File: src/rtl/pipe_pkg.sv
// Purpose: shared constants, payload layout and helpers for the pipe_stage_chain
//          register-slice pipeline.
// Contents: default widths, NOP encoding, MEM/WB payload field offsets,
//           a packed view of that payload, and the occupancy-width helper.
package pipe_pkg;

  localparam int unsigned PC_W_DEF      = 32;
  localparam int unsigned PAYLOAD_W_DEF = 101;

  localparam logic [31:0] NOP_INSTR = 32'h0;

  // MEM/WB payload layout (LSB first): instr, pc+8, write-reg, data
  localparam int unsigned INSTR_LSB = 0;
  localparam int unsigned INSTR_W   = 32;
  localparam int unsigned PC8_LSB   = 32;
  localparam int unsigned PC8_W     = 32;
  localparam int unsigned WREG_LSB  = 64;
  localparam int unsigned WREG_W    = 5;
  localparam int unsigned DATA_LSB  = 69;
  localparam int unsigned DATA_W    = 32;

  // Packed view for callers that build the payload from named fields
  typedef struct packed {
    logic [DATA_W-1:0]  data;
    logic [WREG_W-1:0]  wreg;
    logic [PC8_W-1:0]   pc8;
    logic [INSTR_W-1:0] instr;
  } mem_wb_payload_t;

  // Width of a counter that can hold 0..stages
  function automatic int unsigned occ_width(input int unsigned stages);
    return $clog2(stages + 1);
  endfunction

endpackage

File: src/rtl/pipe_slice.sv
// Purpose: one valid/pc/payload register slice with load, drain, hold and
//          flush behaviour. The ready for this slice is computed by the parent.
// Ports:
//   clk, reset          clock, synchronous active-high reset
//   flush               synchronous flush: clear valid, zero payload
//   i_keep_pc           1: pc survives flush/drain; 0: pc is zeroed too
//   i_ready             this slice may take a new value this cycle
//   i_up_valid/pc/payload  upstream beat
//   o_valid_nxt_c       combinational next value of the valid bit
//   o_valid/o_pc/o_payload registered slice contents
module pipe_slice
  import pipe_pkg::*;
#(
  parameter int unsigned PC_W      = PC_W_DEF,
  parameter int unsigned PAYLOAD_W = PAYLOAD_W_DEF
) (
  input  logic                 clk,
  input  logic                 reset,
  input  logic                 flush,
  input  logic                 i_keep_pc,
  input  logic                 i_ready,
  input  logic                 i_up_valid,
  input  logic [PC_W-1:0]      i_up_pc,
  input  logic [PAYLOAD_W-1:0] i_up_payload,
  output logic                 o_valid_nxt_c,
  output logic                 o_valid,
  output logic [PC_W-1:0]      o_pc,
  output logic [PAYLOAD_W-1:0] o_payload
);

  logic                 r_valid;
  logic [PC_W-1:0]      r_pc;
  logic [PAYLOAD_W-1:0] r_payload;
  logic [PC_W-1:0]      w_pc_empty;

  // pc value an emptied slice presents
  assign w_pc_empty = i_keep_pc ? r_pc : '0;

  // Next valid, used by the parent to keep occupancy registered and exact
  always_comb begin
    o_valid_nxt_c = r_valid;
    if (flush) begin
      o_valid_nxt_c = 1'b0;
    end else if (i_ready) begin
      o_valid_nxt_c = i_up_valid;
    end
  end

  // Slice register: reset > flush > load/drain > hold
  always_ff @(posedge clk) begin
    if (reset) begin
      r_valid   <= 1'b0;
      r_pc      <= '0;
      r_payload <= '0;
    end else if (flush) begin
      r_valid   <= 1'b0;
      r_pc      <= w_pc_empty;
      r_payload <= '0;
    end else if (i_ready) begin
      if (i_up_valid) begin
        r_valid   <= 1'b1;
        r_pc      <= i_up_pc;
        r_payload <= i_up_payload;
      end else begin
        r_valid   <= 1'b0;
        r_pc      <= w_pc_empty;
        r_payload <= '0;
      end
    end
  end

  assign o_valid   = r_valid;
  assign o_pc      = r_pc;
  assign o_payload = r_payload;

endmodule

File: src/rtl/pipe_stage_chain.sv
// Purpose: STAGES-deep chain of pipe_slice registers carrying a PC and an
//          opaque payload with valid/ready handshake, stall and flush.
// Ports:
//   clk, reset       clock, synchronous active-high reset
//   flush            synchronous flush of all slices
//   in_valid/in_ready/in_pc/in_payload     upstream handshake and beat
//   out_valid/out_ready/out_pc/out_payload downstream handshake and beat
//   occupancy        registered count of valid slices
// Build option: PIPE_FLUSH_KEEP_PC_EN -- when defined, flushed or drained
//   slices keep their last pc (payload still zeroed) so CP0 can read a PC
//   from a bubble. Reset always zeroes pc.
module pipe_stage_chain
  import pipe_pkg::*;
#(
  parameter int unsigned PC_W      = PC_W_DEF,
  parameter int unsigned PAYLOAD_W = PAYLOAD_W_DEF,
  parameter int unsigned STAGES    = 1
) (
  input  logic                          clk,
  input  logic                          reset,
  input  logic                          flush,
  input  logic                          in_valid,
  output logic                          in_ready,
  input  logic [PC_W-1:0]               in_pc,
  input  logic [PAYLOAD_W-1:0]          in_payload,
  output logic                          out_valid,
  input  logic                          out_ready,
  output logic [PC_W-1:0]               out_pc,
  output logic [PAYLOAD_W-1:0]          out_payload,
  output logic [occ_width(STAGES)-1:0]  occupancy
);

  localparam int unsigned OCC_W = occ_width(STAGES);

`ifdef PIPE_FLUSH_KEEP_PC_EN
  localparam logic KEEP_PC = 1'b1;
`else
  localparam logic KEEP_PC = 1'b0;
`endif

  logic [STAGES-1:0]    w_valid;
  logic [STAGES-1:0]    w_valid_nxt;
  logic [STAGES-1:0]    w_rdy;
  logic [PC_W-1:0]      w_pc      [STAGES];
  logic [PAYLOAD_W-1:0] w_payload [STAGES];
  logic [OCC_W-1:0]     w_occ_nxt;
  logic [OCC_W-1:0]     r_occupancy;

  // Ready chain: a slice is ready if it is empty or everything after it moves
  always_comb begin
    logic run;
    w_rdy = '0;
    run   = out_ready;
    for (int i = int'(STAGES) - 1; i >= 0; i--) begin
      run      = run | ~w_valid[i];
      w_rdy[i] = run;
    end
  end

  assign in_ready = w_rdy[0] & ~flush;

  for (genvar gi = 0; gi < int'(STAGES); gi++) begin : g_slice
    logic                 w_up_valid;
    logic [PC_W-1:0]      w_up_pc;
    logic [PAYLOAD_W-1:0] w_up_payload;

    if (gi == 0) begin : g_head
      assign w_up_valid   = in_valid & ~flush;
      assign w_up_pc      = in_pc;
      assign w_up_payload = in_payload;
    end else begin : g_body
      assign w_up_valid   = w_valid[gi-1];
      assign w_up_pc      = w_pc[gi-1];
      assign w_up_payload = w_payload[gi-1];
    end

    pipe_slice #(
      .PC_W      (PC_W),
      .PAYLOAD_W (PAYLOAD_W)
    ) u_slice (
      .clk           (clk),
      .reset         (reset),
      .flush         (flush),
      .i_keep_pc     (KEEP_PC),
      .i_ready       (w_rdy[gi]),
      .i_up_valid    (w_up_valid),
      .i_up_pc       (w_up_pc),
      .i_up_payload  (w_up_payload),
      .o_valid_nxt_c (w_valid_nxt[gi]),
      .o_valid       (w_valid[gi]),
      .o_pc          (w_pc[gi]),
      .o_payload     (w_payload[gi])
    );
  end

  // Popcount of the valid bits as they will be after this edge
  always_comb begin
    w_occ_nxt = '0;
    for (int unsigned i = 0; i < STAGES; i++) begin
      w_occ_nxt = w_occ_nxt + OCC_W'(w_valid_nxt[i]);
    end
  end

  always_ff @(posedge clk) begin
    if (reset) begin
      r_occupancy <= '0;
    end else begin
      r_occupancy <= w_occ_nxt;
    end
  end

  assign occupancy   = r_occupancy;
  assign out_valid   = w_valid[STAGES-1];
  assign out_pc      = w_pc[STAGES-1];
  assign out_payload = w_payload[STAGES-1];

endmodule
File: config.mk
export PLATFORM = sky130hd
export DESIGN_NAME = pipe_stage_chain
export DESIGN_NICKNAME = d
export VERILOG_FILES = /design/src/rtl/pipe_pkg.sv /design/src/rtl/pipe_slice.sv /design/src/rtl/pipe_stage_chain.sv
export SDC_FILE = /design/constraint.sdc
export NUM_CORES = 1
export LEC_CHECK = 0
export ABC_AREA = 1
export CELL_PAD_IN_SITES_DETAIL_PLACEMENT = 1
export CELL_PAD_IN_SITES_GLOBAL_PLACEMENT = 2
export CORE_MARGIN = 5
export CORE_UTILIZATION = 21
export CTS_CLUSTER_DIAMETER = 80
export DETAILED_ROUTE_END_ITERATION = 16
export PLACE_DENSITY = 0.76
export SYNTH_ARGS = -nofsm -noshare
export SYNTH_HDL_FRONTEND = slang
export SYNTH_SLANG_ARGS = --single-unit
File: constraint.sdc
create_clock -name clk -period 1.5 [get_ports clk]
set_input_delay 0.225 -clock clk [delete_from_list [all_inputs] [get_ports clk]]
set_output_delay 0.225 -clock clk [all_outputs]
set_load 0.01 [all_outputs]
; ---- Word-level counts from Yosys, hierarchy flattened
; Cells that the tools add are included.
[word_totals]
wordCells = 14
inputBits = 138
regBits = 135
[classes]
reduce_logical = 1
bitwise_logic = 5
n_mux = 4
[op_table]
columns = operator, n
row1 = $mux 101, 1
row2 = $mux 32, 1
row3 = $and 1x1->1, 2
row4 = $mux 1, 2
row5 = $not 1->1, 2
row6 = $reduce_or 2->1, 1
row7 = $or 1x1->1, 1

; ---- Longest topological paths before layout
; Gate-level depths: netlist (run 1).
[depth]
word_depth = 3
ltp_mapped = 7
ltp_nobuf = 5

; ---- Hierarchy
; A second synthesis (run 1) with hierarchy kept.
[unflattened]
cells_unflattened = 667
area_unflattened_um2 = 5014.8
[by_module_without_submodules]
columns = module, n_inst, cells_per_inst, seq_area_each_um2, area_per_inst_um2
row1 = pipe_slice, 1, 658, 2682.6, 4959.8
row2 = pipe_stage_chain, 1, 9, 20.0, 55.1

; ---- Least setup slack after synthesis (run 1)
; OpenSTA, ideal clock, no wires.
[synth_path]
path_type = register to output
start = register g_slice[0].u_slice.r_valid
end = output port in_ready
path_stages_with_launch = 5
path_buffers = 1
t_arrival_ns = 0.975
path_slack_ns = 0.300
path_cell_list = dfxtp_1 -> nand2_2 -> inv_2 -> clkbuf_1 -> nor2_1
[synth_between]
elab_chain_cells = 3
[synth_rtl]
columns = element, line
row1 = start: declaration, pipe_slice.sv:31  ; logic r_valid;
row2 = start signal: assignment, pipe_slice.sv:52  ; r_valid <= 1'b0;
row3 = start signal: assignment, pipe_slice.sv:56  ; r_valid <= 1'b0;
row4 = start signal: assignment, pipe_slice.sv:61  ; r_valid <= 1'b1;
row5 = $not 1->1, pipe_stage_chain.sv:55  ; run = run | ~w_valid[i];
row6 = $or 1x1->1, pipe_stage_chain.sv:55
row7 = $and 1x1->1, pipe_stage_chain.sv:60  ; assign in_ready = w_rdy[0] & ~flush;
row8 = end: declaration, pipe_stage_chain.sv:23  ; output logic in_ready,
; No other way between the ends.

; ---- Final worst setup path (run 1)
[layout_path]
start = input port out_ready
end = output port in_ready
[layout_between]
elab_chain_cells = 2
[layout_rtl]
columns = element, line
row1 = start: declaration, pipe_stage_chain.sv:27  ; input logic out_ready,
row2 = $or 1x1->1, pipe_stage_chain.sv:55
row3 = $and 1x1->1, pipe_stage_chain.sv:60
; No other way between the ends.

==> results of run 1 <==
## kinds of logic after synthesis
kind of cell | Yosys count | share of synthesized area
AOI/OAI and AO/OA | 134 | 0.175
DFF | 135 | 0.529
buffers and inverters | 60 | 0.0624
and+or+nand+nor | 270 | 0.233
## worst min-delay path, stage by stage
cell and delay (ns):
sky130_fd_sc_hd__clkdlybuf4s50_1 0.39, sky130_fd_sc_hd__nand3_1 0.08, sky130_fd_sc_hd__a21oi_1 0.05
## per-stage QoR
stage          TNS, ns  cell area (um^2)
2_1_floorplan        0              5110
5_1_grt              0              8810
6_report             0              8810
3_3_place_gp    -23.72              8420
3_5_place_dp    -24.75              8420
4_1_cts              0              8800
## layer usage
layer,track usage,vias to the layer above
met3,0.0645,7
met2,0.232,161
met5,0,-
met4,0.0258,0
met1,0.171,2427
li1,-,2573
## flip-flops by register name, indices dropped and copies added (netlist names)
name                       flops
g_slice.u_slice.o_payload    101
g_slice.u_slice.o_valid        1
occupancy                      1
g_slice.u_slice.o_pc          32
## final timing paths
path,endpoint,depth (start not counted),startpoint
hold reg to reg,g_slice[0].u_slice.o_payload[22]$_SDFFE_PP0P_,2,g_slice[0].u_slice.o_payload[22]$_SDFFE_PP0P_
setup / recovery,in_ready,6,out_ready
setup reg to reg,g_slice[0].u_slice.o_payload[82]$_SDFFE_PP0P_,6,g_slice[0].u_slice.o_valid$_SDFFE_PP0P_
hold / removal,g_slice[0].u_slice.o_pc[31]$_SDFFE_PP0P_,3,in_pc[31]
## layout make-up
type | instances | share of cell area
clock inverter | 14 | 0.0142
inverter | 3 | 0.00156
tap | 324 | 0.0460
timing repair buffer | 309 | 0.345
clock buffer | 17 | 0.0483
multi-input combinational | 404 | 0.238
sequential | 135 | 0.307
## synth_stat cells, drive strengths merged
cell type,number
or2,1
dfxtp,135
inv,3
nand2,134
buf,45
a21oi,134
nor2,2
nand3,133
clkbuf,12
## repair_timing
item,in CTS,in global routing
endpoints found under the setup margin,136,1
endpoints found under the hold margin,0,0
gates resized for setup,138,1
## power by group through the flow
stage / Clock [mW] / Combinational [mW] / Sequential, mW
CTS: 4.16 / 0.973 / 3.68
finish: 4.00 / 0.952 / 3.68
global placement: 0 / 1.01 / 3.76
global route: 4.32 / 1.03 / 3.68
floorplan: 0 / 0.308 / 3.79
detailed placement: 0 / 1.01 / 3.76
==> impl_summary.md, run 1 <==
Route
The detailed router put a total of 8.95 mm of wire on met1. Before antenna repair, the detailed router went through 4 iterations. The detailed-route wire length per cell is ~17 um. The length of routed met2 wiring is 9.22 mm. The ratio of routed vias to standard cells is 4.29. The iteration-0 DRC count of the detailed router is between 150 and 200.

The number of routed nets with antenna violations is 0. Wire segments on met3 add up to 1.68 mm in the final route. For this block, the routed nets add up to 20.0 mm of wire. The remaining routing DRC violations is 0. The highest metal layer used by the detailed router is met4.

The via total after detailed routing is 5168.

Global routing
The number of antenna violations at the first check in global routing was 0. The pin count of the biggest net entering global routing is 75. The via count of the first global-routing pass is 5496. Across every metal layer, demand over resource in global routing totals 0.141. The sum of overflow across all layers after global routing is 0.

The global-route wire length before repair is 31.5 mm.

Clock network
The number of clock buffers added by TritonCTS is 17. Clock-pin slew was measured on the worst setup and hold paths at around 0.070 ns. The total clock sinks is approximately 140. The later pin in the worst-skew pair is clocked with a latency of around 0.4 ns. The cts-stage hold buffer count is 0. The TritonCTS clock tree is yes. Counting along the longest clock path gives a buffer depth of 2. The root buffer cell chosen for the clock tree is sky130_fd_sc_hd__clkbuf_16. The level count of the clock H-tree is 4. The post-CTS repair timing setup buffer count is 0.

Pwr
The power density over the cells is 980 mW/mm^2. Of the total power, registers draw 0.426. The static leakage is 3.55 nW.

The fraction of power consumed by combinational cells is 0.110. For this design the total switching power over the nets is 2.16 mW. Of the total power, the clock network draws 0.464. Of the total power, the share spent switching nets is 0.250. The internal power of the cells totals 6.48 mW. IR analysis of the VDD net gives a maximum drop of 0.668 mV.

The total power consumption of the routed design is 8.63 mW.

Synthesis
The fraction of post-synthesis cell area in the top cell type by area is 0.529. The count of mapped cells out of synthesis is 599. The count of distinct cell types in the synthesized netlist is 16. The sequential-to-total area share from yosys stat is 0.529. The dominant cell type by area after synthesis is sky130_fd_sc_hd__dfxtp_1. Each instance of the synthesized netlist takes up on average 8.53 um^2.

The number of nets in the synthesized netlist is 737. The cell area after technology mapping is slightly above 0.005 mm^2. The synthesized design contains 135 register bits.

In the post-synthesis netlist, the biggest area contributors are sky130_fd_sc_hd__dfxtp_1 53%, sky130_fd_sc_hd__nand3_1 13%, sky130_fd_sc_hd__a21oi_2 10%, sky130_fd_sc_hd__nand2_1 9.8%, sky130_fd_sc_hd__a21oi_1 7.2%. During synthesis, Yosys emitted a total of 0 warnings.

Finish
The total inserted antenna cells is 0. The final cell utilization of the core is 0.365. The post-layout instance count excluding filler cells is 1206. The filler cells instantiated in the layout total just under 3000.

The area growth from synthesis to layout is 72.3%. In the layout the commonest cells are 137 x sky130_fd_sc_hd__clkdlybuf4s50_1, 135 x sky130_fd_sc_hd__dfxtp_1, 135 x sky130_fd_sc_hd__dlygate4sd2_1, 133 x sky130_fd_sc_hd__nand3_1, 133 x sky130_fd_sc_hd__nand2_1. The leading cell type in the layout, fill and taps excluded is sky130_fd_sc_hd__clkdlybuf4s50_1. Registers take 0.00270 mm^2. The multi-input combinational cells in the finished layout cover a total of 0.00210 mm^2. Of the cells placed in the final design, the portion with a size suffix greater than 1 is 0.151.

The net count of the finished layout is between 1000 and 1500.

Setup path
STA classifies the critical path startpoint as an input port. For the worst setup path, the data arrival time is 1.22 ns. The worst setup path is of the input port to output pin kind. The required time at the worst-slack endpoint is 1.27 ns. The highest net fanout along the worst path is 2. The top cell family by delay on the critical path is buffers and inverters.

The count of buffer and inverter cells on the critical path is 4. The biggest cell delay along the critical path is between 0.4 and 0.5 ns. The setup slack of the most critical reg-to-reg path is about 0.17 ns. Among all stages on the critical path, the largest delay is contributed by sky130_fd_sc_hd__clkdlybuf4s50_1.

The critical path goes through clkdlybuf4s50_1, inv_1, nand2_4, inv_4, nor2_2, clkdlybuf4s15_2. The critical path endpoint category is an output pin.

STA
Static timing analysis puts the maximum clock frequency at slightly below 0.7 GHz. The post-layout worst setup margin is 0.0550 ns. Setup repair after global routing left no endpoint under its margin.

Across all hold checks on the routed design, the worst slack comes to 0.385 ns. The max-slew violation count is 0. The clock arrives with 0.0118 ns of skew. The number of hold violations in the final report came to 0.

The final setup violation count is 0. The tightest slew margin relative to the limit is 0.751. Of the available clock period, the critical path in the final layout requires 0.963.

The transition time at the pin with the least slew margin is 0.373 ns. The post-layout minimum cycle time is 1.45 ns.

Floorplan
The number of placement rows is 57. From bottom edge to top edge, the die measures 166 um. The standard cell core area is 0.0241 mm^2. The I/O pin total is 274.

The die is 166 um wide. The starting utilization of the core area is 0.212. The area of the die is ~0.028 mm^2.

Place
The routability-driven placement congestion ratio is about 0.74. During placement, the flow inserted port buffers numbering ~270. Once placement completed, the tool counted placed cells totaling 1175.

OpenSTA, run right after detailed placement, puts the worst setup slack at -0.280 ns. The half-perimeter wire length after placement is 14.2 mm.

Run
Max-cap violations in this run came to 0.

Run status
The flow ran to the end, and the final reports show no timing, DRC or antenna violations.

Min path
The tightest min-delay check is of the input port to flip-flop type.
Note: power is estimated with default switching activity, not from simulation.
==> inputs of run 2 (changes only) <==
==> constraint.sdc (replaced) <==
create_clock -name clk -period 1.5 [get_ports clk]
set_input_delay 0.3 -clock clk [delete_from_list [all_inputs] [get_ports clk]]
set_output_delay 0.3 -clock clk [all_outputs]
set_load 0.01 [all_outputs]
==> run 2 against run 1 <==
Sequential cell count stayed put; register-to-register slack is essentially flat; critical path type is now flip-flop to output pin; clock-buffer cell count up 1; first-iteration DRC count rose by 28%; setup slack improved by 0.036 ns.
==> impl_summary.md, run 2 (same netlist as run 1, synthesis figures left out) <==
Run status
The flow ran to the end, and the final reports show no timing, DRC or antenna violations.

Route
The detailed-route wire length is a little over 20 mm. In the routed design, unresolved DRC markers number 0. The iteration-0 DRC count of the detailed router is 239. For this block, the via count after detailed routing is 5188.

Dividing the detail-routed via count by the number of cells gives 4.32. In the final routed layout, each cell accounts on average for 16.9 um. Once detail routing completed, the nets flagged for antenna violations numbered 0. The pre-antenna-repair detailed-routing pass consisted of 4 iterations.

Finish
The filler cells instantiated in the layout total approximately 2900. The share of final-layout standard cells stronger than drive strength 1 is 0.144. At the end of the flow, the number of nets in the layout was ~1000. The sequential standard cell area is 0.00270 mm^2. The post-route cell area is 0.00877 mm^2. 0 antenna diodes ended up in the layout.

The top cell types in the final layout, fill and taps aside, are 136 x sky130_fd_sc_hd__clkdlybuf4s50_1, 135 x sky130_fd_sc_hd__dfxtp_1, 135 x sky130_fd_sc_hd__dlygate4sd2_1, 133 x sky130_fd_sc_hd__nand3_1, 133 x sky130_fd_sc_hd__nand2_1. The register with the most flip-flops in the layout has 101 of them. The leading cell type in the layout, fill and taps excluded is sky130_fd_sc_hd__clkdlybuf4s50_1. The area growth from synthesis to final layout is 71.7%. The multi-input combinational cells in the finished layout cover a total of 0.00210 mm^2.

Floorplan
The floorplan step set the die width to 166 um. The height of the die is 166 um. The starting utilization of the core area is 0.212. The I/O pin total is 274. After floorplanning, the core was divided into between 50 and 60 placement rows. The floorplan step defined a die boundary enclosing 0.0276 mm^2. The standard cell core area is 0.0241 mm^2.

STA
Setup repair after global routing left no endpoint under its margin. The number of hold violations in the final report is 0. The share of the clock period used by the worst path after layout is 0.939. After layout, the minimum clock period comes to between 1 and 1.5 ns. The max-slew violation count came to 0.

The worst pin sits at a relative slew slack of 0.751. The post-layout worst setup margin is 0.0912 ns. Setup violations remaining at the end of the flow were counted as 0. The transition time at the pin with the least slew margin is 0.373 ns.

The maximum clock rate is 0.710 GHz. On the final layout, the worst clock skew is approximately 0.011 ns.

Global routing
The number of antenna violations at the first check in global routing came to 0. The first global-routing pass estimated approximately 32 mm of wire. Entering global routing, the biggest net connects 74 pins.

The overall routing resource usage is 0.146. The via count of the first global-routing pass came to 5458. The sum of overflow across all layers after global routing is 0.

Setup path
The largest individual stage delay along the critical path comes from the cell sky130_fd_sc_hd__dfxtp_1. Of all nets on the critical path, the largest fanout is 2. Traced cell by cell, the critical path runs through dlygate4sd2_1. The startpoint kind of the worst setup timing path is a flip-flop. The top cell family by delay on the critical path is flip-flops.

The worst setup path is of the flip-flop to output pin kind. The biggest cell delay along the critical path is 0.37 ns. The count of buffer and inverter cells on the critical path is 1. For the worst setup path, the data arrival time is 1.11 ns. The required time at the worst-slack endpoint is 1.20 ns. The critical path endpoint category is an output pin.

Pwr
Dividing total power by cell area gives a power density of 1040 mW/mm^2. For this design the static power due to leakage is 3.54 nW. Across the VDD grid, the largest voltage drop is 0.559 mV.

Place
The cell area after placement is 0.00833 mm^2. Input and output buffers added on the ports amount to 273. The routability-driven placement congestion ratio is 0.732. The half-perimeter wire length after placement is 14.1 mm. OpenSTA, run right after detailed placement, puts the worst setup slack at -0.388 ns.

Clock network
In this run the deepest clock path goes through 2 buffers. Clock latency on the worst-skew pair, taken at its later pin, is 0.42 ns. The total clock sinks is 135. The buffer cell driving the clock tree root is sky130_fd_sc_hd__clkbuf_16. The number of CTS-inserted buffers is 17. TritonCTS built the clock tree. After clock tree synthesis, the clock-pin slew on the worst setup and hold paths is 0.07 ns. In this run the number of H-tree levels came out at 4.

Run
Across the run, the number of max-cap violations was 0.

Min path
The worst hold-check path type is input port to flip-flop.
==> run 2: path summary, 6_finish.rpt <==
path,start,to,slack (ns),cells after the start
worst max-delay path,g_slice[0].u_slice.o_valid$_SDFFE_PP0P_,out_valid,0.09,1
worst min register to register,g_slice[0].u_slice.o_payload[4]$_SDFFE_PP0P_,g_slice[0].u_slice.o_payload[4]$_SDFFE_PP0P_,0.46,2
worst max register to register,g_slice[0].u_slice.o_valid$_SDFFE_PP0P_,g_slice[0].u_slice.o_pc[5]$_SDFFE_PP0P_,0.16,6
worst min-delay path,in_payload[13],g_slice[0].u_slice.o_payload[13]$_SDFFE_PP0P_,0.45,3
==> run 2: worst register-to-register path: stages, from the launching register on <==
cell                      delay, ns
sky130_fd_sc_hd__dfxtp_1       0.37
sky130_fd_sc_hd__nand2_4       0.07
sky130_fd_sc_hd__inv_4         0.06
sky130_fd_sc_hd__buf_4         0.13
sky130_fd_sc_hd__buf_12        0.28
sky130_fd_sc_hd__nand2_1       0.19
sky130_fd_sc_hd__a21oi_2       0.16
==> run 2: layer usage <==
| layer | wire [um] | global-route usage | vias up |
|---|---|---|---|
| li1 | - | - | 2560 |
| met1 | 8780 | 0.175 | 2425 |
| met2 | 9420 | 0.237 | 186 |
| met3 | 1790 | 0.0645 | 17 |
| met4 | 240 | 0.0427 | 0 |
| met5 | 0 | 0 | - |
==> run 2: final cells by class <==
cell class / count / share of cell area
clock buffer: 18 / 0.0489
clock inverter: 14 / 0.0212
inverter: 3 / 0.00157
multi-input combinational: 404 / 0.239
sequential: 135 / 0.308
tap: 324 / 0.0462
timing repair buffer: 302 / 0.335
==> run 2: stage by stage <==
step | cells | setup TNS [ns] | util | power [mW] | hold slack (ns)
final | 1200 | 0 | 0.364 | 9.09 | 0.447
after floorplan | 599 | 0 | - | 4.10 | 0.460
after global routing | 1200 | 0 | 0.364 | 9.48 | 0.434
after detailed placement | 1168 | -33.65 | 0.346 | 4.75 | 0.456
after global placement | 1168 | -33.63 | 0.346 | 4.75 | 0.448
after CTS | 1200 | 0 | 0.364 | 9.29 | 0.423
==> run 2: repair_timing <==
item                       in CTS  in global routing
gates resized for setup       139                  2
setup endpoints to repair     136                  1
hold buffers                    0                  0
setup buffers                   0                  0
==> run 2: where the power goes <==
part | internal (mW) | leakage, nW | switching (mW)
combinational | 0.526 | 2.16 | 0.409
clock | 2.67 | 0.295 | 1.81
sequential | 3.65 | 1.09 | 0.0296
